<file path="config.mk">
export PLATFORM = sky130hd
export DESIGN_NAME = huffman_packer
export DESIGN_NICKNAME = d
export VERILOG_FILES = /design/src/rtl/huffman_pkg.sv /design/src/rtl/huffman_bit_acc.sv /design/src/rtl/huffman_packer.sv
export SDC_FILE = /design/constraint.sdc
export NUM_CORES = 1
export LEC_CHECK = 0
export CAP_MARGIN = 10
export CORE_MARGIN = 2
export CORE_UTILIZATION = 45
export DETAILED_ROUTE_END_ITERATION = 8
export DONT_BUFFER_PORTS = 1
export GPL_TIMING_DRIVEN = 0
export SLEW_MARGIN = 0
export SYNTH_ARGS = -nofsm -noshare
export SYNTH_HDL_FRONTEND = slang
export SYNTH_SLANG_ARGS = --single-unit
</file>
<file path="constraint.sdc">
create_clock -name clk -period 6.1 [get_ports clk]
set_input_delay 0.61 -clock clk [delete_from_list [all_inputs] [get_ports clk]]
set_output_delay 0.61 -clock clk [all_outputs]
set_load 0.02 [all_outputs]
</file>
<file path="src/rtl/huffman_pkg.sv">
`default_nettype none
// ============================================================================
//  Module   : huffman_pkg
//  Brief    : Shared types, constants and the mask-length helper for the
//             Huffman packer slice.
//  Revision : 1.0 - initial release
// ============================================================================
package huffman_pkg;

    localparam int SYM_NUM = 6;     // gray symbols 1..6
    localparam int CODE_W  = 8;     // code and mask width
    localparam int LEN_W   = 4;     // code length 1..8
    localparam int CNT_W   = 5;     // accumulator fill level 0..16

    typedef enum logic [1:0] {
        ST_IDLE  = 2'd0,
        ST_RUN   = 2'd1,
        ST_FLUSH = 2'd2,
        ST_DONE  = 2'd3
    } state_e;

    // Code length is the popcount of the LSB-contiguous mask.
    function automatic logic [LEN_W-1:0] mask_len(input logic [CODE_W-1:0] mask);
        logic [LEN_W-1:0] n;
        n = '0;
        for (int i = 0; i < CODE_W; i++) begin
            n = n + {{(LEN_W-1){1'b0}}, mask[i]};
        end
        return n;
    endfunction

endpackage
`default_nettype wire

</file>
<file path="src/rtl/huffman_bit_acc.sv">
`default_nettype none
// ============================================================================
//  Module   : huffman_bit_acc
//  Brief    : MSB-aligned bit accumulator. Appends variable-length codes,
//             drains whole bytes from the top and zero-pads a partial byte
//             on request.
//  Revision : 1.0 - initial release
// ============================================================================
module huffman_bit_acc
    import huffman_pkg::*;
#(
    parameter int ACC_W = 16
) (
    input  logic              clk,
    input  logic              reset,
    input  logic              clear_i,
    input  logic              append_i,
    input  logic [CODE_W-1:0] code_i,
    input  logic [LEN_W-1:0]  len_i,
    input  logic              pad_i,
    input  logic              drain_ok_i,
    output logic              drain_o,
    output logic [CODE_W-1:0] drain_byte_o,
    output logic [CNT_W-1:0]  bit_cnt_o
);

    logic [ACC_W-1:0] acc_q, acc_d;
    logic [CNT_W-1:0] cnt_q, cnt_d;

    logic [ACC_W-1:0] w_acc_shift;
    logic [ACC_W-1:0] w_code_ext;
    logic [CNT_W-1:0] w_cnt_post;
    logic [CNT_W-1:0] w_sh;

    assign w_code_ext = {{(ACC_W-CODE_W){1'b0}}, code_i};

    // A byte leaves whenever one is complete and the output register is free.
    assign drain_o      = (cnt_q >= CNT_W'(CODE_W)) && drain_ok_i;
    assign drain_byte_o = acc_q[ACC_W-1 -: CODE_W];
    assign bit_cnt_o    = cnt_q;

    // The append position is computed against the post-drain fill level so
    // that a drain and an append can share one cycle.
    assign w_acc_shift = drain_o ? (acc_q << CODE_W) : acc_q;
    assign w_cnt_post  = drain_o ? (cnt_q - CNT_W'(CODE_W)) : cnt_q;
    assign w_sh        = CNT_W'(ACC_W) - w_cnt_post - {1'b0, len_i};

    // Next-state for accumulator contents and fill level.
    always_comb begin
        acc_d = w_acc_shift;
        cnt_d = w_cnt_post;
        if (clear_i) begin
            acc_d = '0;
            cnt_d = '0;
        end else if (append_i) begin
            acc_d = w_acc_shift | (w_code_ext << w_sh);
            cnt_d = w_cnt_post + {1'b0, len_i};
        end else if (pad_i && (cnt_q != '0) && (cnt_q < CNT_W'(CODE_W))) begin
            // Bits below the fill level are always zero, so raising the
            // count is enough to pad the partial byte.
            cnt_d = CNT_W'(CODE_W);
        end
    end

    // Accumulator state registers.
    always_ff @(posedge clk or posedge reset) begin
        if (reset) begin
            acc_q <= '0;
            cnt_q <= '0;
        end else begin
            acc_q <= acc_d;
            cnt_q <= cnt_d;
        end
    end

endmodule
`default_nettype wire

</file>
<file path="src/rtl/huffman_packer.sv">
`default_nettype none
// ============================================================================
//  Module   : huffman_packer
//  Brief    : Latches a six-entry Huffman code table and packs a stream of
//             gray symbols 1..6 into MSB-first bytes with valid/ready
//             handshakes; flush pads the last partial byte with zeros.
//             Optional feature macro: HUFFMAN_PACKER_ERR_EN (sticky err on
//             illegal symbols; err tied low when undefined).
//  Revision : 1.0 - initial release
// ============================================================================
module huffman_packer
    import huffman_pkg::*;
#(
    parameter int ACC_W = 16,
    parameter int SYM_W = 8
) (
    input  logic             clk,
    input  logic             reset,
    input  logic             code_valid,
    input  logic [SYM_W-1:0] HC1,
    input  logic [SYM_W-1:0] HC2,
    input  logic [SYM_W-1:0] HC3,
    input  logic [SYM_W-1:0] HC4,
    input  logic [SYM_W-1:0] HC5,
    input  logic [SYM_W-1:0] HC6,
    input  logic [SYM_W-1:0] M1,
    input  logic [SYM_W-1:0] M2,
    input  logic [SYM_W-1:0] M3,
    input  logic [SYM_W-1:0] M4,
    input  logic [SYM_W-1:0] M5,
    input  logic [SYM_W-1:0] M6,
    input  logic             sym_valid,
    output logic             sym_ready,
    input  logic [SYM_W-1:0] sym_data,
    input  logic             flush,
    output logic             byte_valid,
    input  logic             byte_ready,
    output logic [7:0]       byte_data,
    output logic [15:0]      bit_total,
    output logic             done,
    output logic             err
);

    state_e state_q, state_d;

    logic [SYM_W-1:0] hc_q   [SYM_NUM];
    logic [SYM_W-1:0] mask_q [SYM_NUM];
    logic [LEN_W-1:0] len_q  [SYM_NUM];
    logic [SYM_W-1:0] w_hc_in   [SYM_NUM];
    logic [SYM_W-1:0] w_mask_in [SYM_NUM];

    logic             byte_valid_q;
    logic [7:0]       byte_data_q;
    logic [15:0]      bit_total_q;

    logic             w_load;
    logic             w_accept;
    logic             w_legal;
    logic [SYM_W-1:0] w_code;
    logic [LEN_W-1:0] w_len;
    logic             w_drain;
    logic [7:0]       w_drain_byte;
    logic [CNT_W-1:0] w_bit_cnt;
    logic [16:0]      w_total_sum;

    assign w_hc_in[0] = HC1;  assign w_mask_in[0] = M1;
    assign w_hc_in[1] = HC2;  assign w_mask_in[1] = M2;
    assign w_hc_in[2] = HC3;  assign w_mask_in[2] = M3;
    assign w_hc_in[3] = HC4;  assign w_mask_in[3] = M4;
    assign w_hc_in[4] = HC5;  assign w_mask_in[4] = M5;
    assign w_hc_in[5] = HC6;  assign w_mask_in[5] = M6;

    // A table only loads between streams; code_valid mid-stream is ignored.
    assign w_load   = code_valid && ((state_q == ST_IDLE) || (state_q == ST_DONE));
    assign w_accept = sym_valid && sym_ready;

    assign sym_ready  = (state_q == ST_RUN) && (w_bit_cnt <= CNT_W'(8));
    assign byte_valid = byte_valid_q;
    assign byte_data  = byte_data_q;
    assign bit_total  = bit_total_q;
    assign done       = (state_q == ST_DONE);

    // Table lookup for the offered symbol; anything outside 1..6 is illegal.
    always_comb begin
        w_code  = '0;
        w_len   = '0;
        w_legal = 1'b0;
        for (int i = 0; i < SYM_NUM; i++) begin
            if (sym_data == SYM_W'(i + 1)) begin
                w_code  = hc_q[i] & mask_q[i];
                w_len   = len_q[i];
                w_legal = 1'b1;
            end
        end
    end

    // Stream FSM next-state.
    always_comb begin
        state_d = state_q;
        case (state_q)
            ST_IDLE,
            ST_DONE:  if (code_valid) state_d = ST_RUN;
            ST_RUN:   if (flush) state_d = ST_FLUSH;
            ST_FLUSH: if ((w_bit_cnt == '0) && !byte_valid_q) state_d = ST_DONE;
            default:  state_d = ST_IDLE;
        endcase
    end

    // State register.
    always_ff @(posedge clk or posedge reset) begin
        if (reset) state_q <= ST_IDLE;
        else       state_q <= state_d;
    end

    // Code table latch with lengths precomputed at load time.
    always_ff @(posedge clk or posedge reset) begin
        if (reset) begin
            for (int i = 0; i < SYM_NUM; i++) begin
                hc_q[i]   <= '0;
                mask_q[i] <= '0;
                len_q[i]  <= '0;
            end
        end else if (w_load) begin
            for (int i = 0; i < SYM_NUM; i++) begin
                hc_q[i]   <= w_hc_in[i];
                mask_q[i] <= w_mask_in[i];
                len_q[i]  <= mask_len(w_mask_in[i]);
            end
        end
    end

    huffman_bit_acc #(
        .ACC_W (ACC_W)
    ) u_bit_acc (
        .clk          (clk),
        .reset        (reset),
        .clear_i      (w_load),
        .append_i     (w_accept && w_legal),
        .code_i       (w_code),
        .len_i        (w_len),
        .pad_i        (state_q == ST_FLUSH),
        .drain_ok_i   (!byte_valid_q || byte_ready),
        .drain_o      (w_drain),
        .drain_byte_o (w_drain_byte),
        .bit_cnt_o    (w_bit_cnt)
    );

    // Output byte register: a fresh byte wins over a handshake clear.
    always_ff @(posedge clk or posedge reset) begin
        if (reset) begin
            byte_valid_q <= 1'b0;
            byte_data_q  <= '0;
        end else if (w_drain) begin
            byte_valid_q <= 1'b1;
            byte_data_q  <= w_drain_byte;
        end else if (byte_ready) begin
            byte_valid_q <= 1'b0;
        end
    end

    assign w_total_sum = {1'b0, bit_total_q} + {13'd0, w_len};

    // Saturating count of code bits appended since the last table load.
    always_ff @(posedge clk or posedge reset) begin
        if (reset) begin
            bit_total_q <= '0;
        end else if (w_load) begin
            bit_total_q <= '0;
        end else if (w_accept && w_legal) begin
            bit_total_q <= w_total_sum[16] ? 16'hFFFF : w_total_sum[15:0];
        end
    end

`ifdef HUFFMAN_PACKER_ERR_EN
    logic err_q;

    // Sticky illegal-symbol flag, cleared only by reset or a table load.
    always_ff @(posedge clk or posedge reset) begin
        if (reset) begin
            err_q <= 1'b0;
        end else if (w_load) begin
            err_q <= 1'b0;
        end else if (w_accept && !w_legal) begin
            err_q <= 1'b1;
        end
    end

    assign err = err_q;
`else
    assign err = 1'b0;
`endif

endmodule
`default_nettype wire
</file>
==> results.md, run 1 <==
* WL final at 27.8 mm
* Initial Util at 45.7%
* Initial DRC count at 461
* Crit Path Max Fanout at 10
* R2r setup slk at 2.25 ns
* Die W at 150 um
* Slew Limit Fails at 0
* Depth of the worst register-to-register path at 13
* Final setup fails at 0
* Final HPWL DP at 20.8 mm
* Final period util at 71.8%
* Grt total ovfl at 0
* Top cell by count, worst path: buf_2
* Post-CTS Setup Bufs at 0
* Synthesis-to-finish area growth at 10.1%
* Overall Global Routing Usage at 25.3%
* Routed via count at 7676
* CP delay by family, top: compound AO/OA/AOI/OAI gates
* Avg Inst Size Synth at 8.88 um2
* Final min period at 4.38 ns
* Routed Antenna Nets at 0
* Global route hottest layer: met2
* Die ar. at 22500 um2
* Worst slew pin tran at 0.865 ns
* Number of vias per cell at 5.53
* Clk sink count at 168
* Power Total at 4600 uW
* PostCTS Resize Cnt at 0
* Reg2reg end: u_bit_acc.acc_q[12]
* Met2 Usage GRT at 41.8%
* Post-route cell area at 10600 um2
* H-Tree Depth at 4
* Crit path largest cell delay at 0.49 ns
* Avg WL per Cell at 20.0 um
* Worst-path clk slew at 0.07 ns
* Max Cap Viol at 0
* CTS buffer count at 17
* Worst setup SP type: input pin
* Setup_tns at 0 ns
* Met1 usage at 33.8%
* HP Class: in2async
* RSZ-0062 raised after global routing: no
* Placement Rows at 53
* DRT Pass-1 Iters at 5
* Clk Latency, worst-skew pair at 0.43 ns
* Filler cells at 1994
* Rel. slew slack at 42.3%
* Yosys reg bits at 168
* Outcome: finished clean
* Final nets at 1274
* Skew final at 0.00960 ns
* Top FF cell, synth: dfrtp_1
* CTS tree: built
* Root Buffer: clkbuf_16
* Critical path type: in2reg
* Buffers & Inverters on Critical Path at 4
* Largest net degree at the start of global routing at 97
* PortBufs at 0
* Synth unique cells at 73
* Peak supply drop at 0.000223 V
* Synth async-reset ratio at 100%
* Mapped cell area at 9610 um2
* Commonest non-fill, non-tap cell in the layout: nand2_1
* CTS Hold Bufs at 0
* Drc violations at 0
* Achievable clock frequency at 228 MHz
* Crit-path cells: buf_2 > buf_2 > buf_2 > mux2_2 > a22oi_1 > nor2_1 > o21a_1 > ha_1 > inv_1 > ha_1 > fa_1 > xor2_1 > nand2_1 > o32ai_1 > a22o_1 > a221o_1 > o211a_1
* Required time of the critical path at 6.47 ns
* Layout cells sized above 1 at 6.92%
* First-pass GRT wire length at 43.0 mm
* Seq/Total Area, Yosys at 43.8%
* Leakage at 0.00507 uW
* Worst Setup End Kind: register
* RR Startpoint: u_bit_acc.bit_cnt_o[2]
* I/O pin count at 138
* Final Hold Fails at 0
* Longest Clk Path Bufs at 2
* Antenna violations before repair at 0
* Placer Congestion at 0.913
* Number of flops mapped to enable cells by yosys at 0
* DP Area at 9990 um2
* Post-Syn Nets at 1254
* Hold Slack at 0.0539 ns
* Post-Synthesis Cells at 1082
* Slowest CP cell: xor2_1
* Vias in the first global route at 7768
* Data arrival, critical path at 4.74 ns
* # diodes at 0
* Power density over the cells at 435 nW/um2
* Most frequent cells in the layout: nand2_1, dfrtp_1, inv_1, o21ai_0, clkbuf_1
* Core area at 21000 um2
* Yosys warns at 0
* Met3 Use GR at 5.88%
* DIE HEIGHT at 150 um
* Post-layout util at 50.3%
==> how the worst max path moves through the flow <==
stage / startpoint / endpoint / slack (ns) / cells past startpoint
after floorplan: reset / bit_total[0] / 0.94 / 1
after global placement: reset / byte_data[6] / -1.14 / 1
after detailed placement: sym_data[2] / u_bit_acc.acc_q[12] / 1.42 / 17
after CTS: sym_data[2] / u_bit_acc.acc_q[12] / 1.80 / 17
after global routing: sym_data[2] / u_bit_acc.acc_q[12] / 1.45 / 17
final: sym_data[2] / u_bit_acc.acc_q[12] / 1.72 / 17
==> where the power goes <==
group / leakage [uW] / total (uW) / switching (uW) / internal (uW)
combinational: 0.00263 / 1700 / 1150 / 556
clock: 0.000288 / 1120 / 472 / 651
sequential: 0.00215 / 1770 / 252 / 1520
total: 0.00507 / 4600 / 1870 / 2730
==> registers in the layout, indices dropped and copies added (netlist names) <==
name and count:
hc_q 48, mask_q 48, len_q 24, bit_total 16
u_bit_acc.acc_q 16, byte_data 8, u_bit_acc.bit_cnt_o 5, state_q 2
byte_valid 1
==> cells by family (layout without fill, tap and decap cells) <==
group,after synthesis,count (layout),share of synthesized area [%]
other,1,1,0.0390
muxes,29,29,3.20
and+or+nand+nor,471,471,22.3
xor gates and xnor gates,18,18,1.78
DFF,168,168,43.8
buffers and inverters,149,180,6.04
adders and majority gates,63,63,10.4
AOI/OAI and AO/OA,183,183,12.5
==> metal layers <==
layer	routed length (um)	vias up	part of all wire [%]
li1	-	3676	-
met1	12200	3720	44
met2	13400	248	48
met3	1800	32	6.5
met4	442	0	1.6
met5	0	-	0
==> area by class of cell <==
type	instances	area, um2	area share (%)
clock buffers	18	439	4.15
inverters	92	353	3.34
flip-flops and latches	168	4200	39.7
plain buffers	57	235	2.22
multi-input cells	765	4820	45.6
well taps	275	344	3.25
repair buffers	1	27.5	0.260
clock inverters	12	151	1.43
==> stage by stage <==
stage          setup WS (ns)  instances
2_1_floorplan          0.943       1082
3_3_place_gp           -1.14       1357
3_5_place_dp            1.42       1358
4_1_cts                 1.80       1388
5_1_grt                 1.45       1388
6_report                1.72       1388
==> synth_stat cells, types with 5 or more instances <==
library cell  number  area share [%]
xor2_1             5            0.46
mux2_2            14             1.6
dfrtp_1          168              44
o21ai_1           14            0.73
xnor2_1           12             1.1
o22ai_1           12            0.78
o21a_1             5            0.39
nand2_1          328              13
fa_1              28             5.8
buf_2             14            0.73
a21oi_1           26             1.4
clkbuf_1          38             1.5
nand4_1           19             1.2
a22oi_1            6            0.47
nand3_1           19            0.99
mux2i_1           15             1.6
ha_1              34             4.4
nand3b_1           6            0.47
a211oi_1           6            0.47
a31o_1             6            0.55
a31oi_1           11            0.72
o21ai_0           57             3.0
inv_1             91             3.6
nor3_1            12            0.63
and3_1             5            0.33
nand4b_1          14             1.3
nor2_1            27             1.1
nor2b_1            6            0.39
a22o_1             5            0.46
Power figures use the tool's default switching activity.
==> run 2: changes to the inputs <==
==> constraint.sdc (replaced) <==
create_clock -name clk -period 4.5 [get_ports clk]
set_input_delay 0.45 -clock clk [delete_from_list [all_inputs] [get_ports clk]]
set_output_delay 0.45 -clock clk [all_outputs]
set_load 0.02 [all_outputs]
==> results.md, run 2 (synthesized netlist as in run 1, its figures left out) <==
* Core area at 21000 um2
* Worst setup SP type: input pin
* CTS buffer count at 17
* Commonest non-fill, non-tap cell in the layout: nand2_1
* Final worst-path setup slack at 0.289 ns
* Power density over the cells at 582 nW/um2
* Drc violations at 0
* Worst-path clk slew at 0.07 ns
* DRT Pass-1 Iters at 5
* Peak supply drop at 0.000348 V
* Critical path type: in2reg
* Achievable clock frequency at 237 MHz
* Overall Global Routing Usage at 25.5%
* Synthesis-to-finish area growth at 10.6%
* Grt total ovfl at 0
* First-pass GRT wire length at 43.3 mm
* Required time of the critical path at 4.88 ns
* Worst slew pin tran at 0.863 ns
* Number of vias per cell at 5.57
* I/O pin count at 138
* WL final at 27.7 mm
* Largest net degree at the start of global routing at 41
* Largest regs: hc_q: 48 flops, mask_q: 48 flops, len_q: 24 flops
* Buffers & Inverters on Critical Path at 4
* Vias in the first global route at 7803
* Placement Rows at 53
* Layout cells sized above 1 at 7.33%
* Final nets at 1278
* Final period util at 93.6%
* H-Tree Depth at 4
* Top cell by count, worst path: buf_2
* Slew Limit Fails at 0
* Final min period at 4.21 ns
* Clk sink count at 168
* RSZ-0062 raised after global routing: no
* Crit Path Max Fanout at 10
* Initial DRC count at 527
* CTS tree: built
* DIE HEIGHT at 150 um
* HP Class: in2reg
* Data arrival, critical path at 4.59 ns
* CP delay by family, top: compound AO/OA/AOI/OAI gates
* Root Buffer: clkbuf_16
* Initial Util at 45.7%
* # diodes at 0
* Die ar. at 22500 um2
* Finished Layout Cells at 1394
* Placer Congestion at 0.903
* Final HPWL DP at 21.1 mm
* Antenna violations before repair at 0
* Worst Setup End Kind: register
* Most frequent cells in the layout: nand2_1, dfrtp_1, inv_1, o21ai_0, clkbuf_1
* Rel. slew slack at 42.4%
* Routed via count at 7759
* Longest Clk Path Bufs at 2
* Outcome: finished clean
* Leakage at 0.00508 uW
* Placed Cells at 1361
* Routed Antenna Nets at 0
* Crit-path cells: buf_2 > buf_2 > buf_2 > mux2_2 > a22oi_1 > nor2_1 > o21a_1 > ha_1 > inv_1 > ha_1 > fa_1 > xor2_1 > nand2_1 > o32ai_1 > a22o_1 > a221o_1 > o211a_1
* Final setup fails at 0
* Max Cap Viol at 0
* Worst Setup Slack post-DPL at -0.0569 ns
* Filler cells at 2008
* Slowest CP cell: xor2_1
* Clk Latency, worst-skew pair at 0.45 ns
* PortBufs at 0
* Crit path largest cell delay at 0.55 ns
* Die W at 150 um
* Skew final at 0.0131 ns
* Final Hold Fails at 0
* Avg WL per Cell at 19.9 um
[run 2: cell types whose count changed in the layout (fill, tap and decap cells not counted), sizes merged]
cell,before,now
bufinv,3,1
buf,20,23
inv,94,95
clkinv,5,3
clkbuf,56,58
dlygate4sd3,0,1
clkinvlp,2,5
[run 2: worst paths after layout]
kind                                   startpoint                  to  slack, ns  cells past startpoint
hold / removal                             HC6[6]             hc_q[6]       0.11                      2
setup / recovery                      sym_data[2]  u_bit_acc.acc_q[8]       0.29                     17
max in group asynchronous                   reset  u_bit_acc.acc_q[1]       3.13                      4
setup reg to reg           u_bit_acc.bit_cnt_o[2]  u_bit_acc.acc_q[8]       0.59                     13
min in group asynchronous                   reset            hc_q[14]       0.53                      2
hold reg to reg                        mask_q[10]          mask_q[10]       0.47                      2
[run 2: through the flow]
| step | hold WS, ns | total power (uW) | util (%) | cell area [um2] | setup TNS, ns |
|---|---|---|---|---|---|
| 4_1_cts | 0.0996 | 6200 | 50.6 | 10600 | 0 |
| 5_1_grt | 0.106 | 6640 | 50.6 | 10600 | 0 |
| 3_5_place_dp | 0.403 | 4730 | 47.7 | 10000 | -0.113 |
| 2_1_floorplan | 0.440 | 3950 | - | 9610 | 0 |
| 6_report | 0.108 | 6180 | 50.6 | 10600 | 0 |
| 3_3_place_gp | 0.457 | 4660 | 47.4 | 9960 | -0.0853 |
[run 2: final cells by class]
type,count,area (um2),share of cell area [%]
Clock inverter,12,114,1.07
Timing Repair Buffer,5,90.1,0.848
Buffer,57,235,2.21
Clock buffer,20,467,4.39
Tap cell,275,344,3.24
Inverter,92,349,3.29
Sequential cell,168,4200,39.6
Multi-Input combinational cell,765,4820,45.4
[run 2: timing repair]
item                       CTS  global route
hold buffers                 1             0
gates resized for setup      0             0
hold endpoints to repair    21             0
setup endpoints to repair    0             0
setup buffers                0             0
[run 2: metal layers]
metal,part of all wire [%],vias to the layer above,track usage (%)
met4,1.6,0,7.03
li1,-,3680,-
met5,0,-,0
met3,6.5,31,6.76
met1,43,3822,33.1
met2,48,226,42.3
[run 2: where the power goes]
| group | internal, uW | switching [uW] |
|---|---|---|
| combinational | 759 | 1540 |
| sequential | 2060 | 346 |
| clock | 812 | 659 |
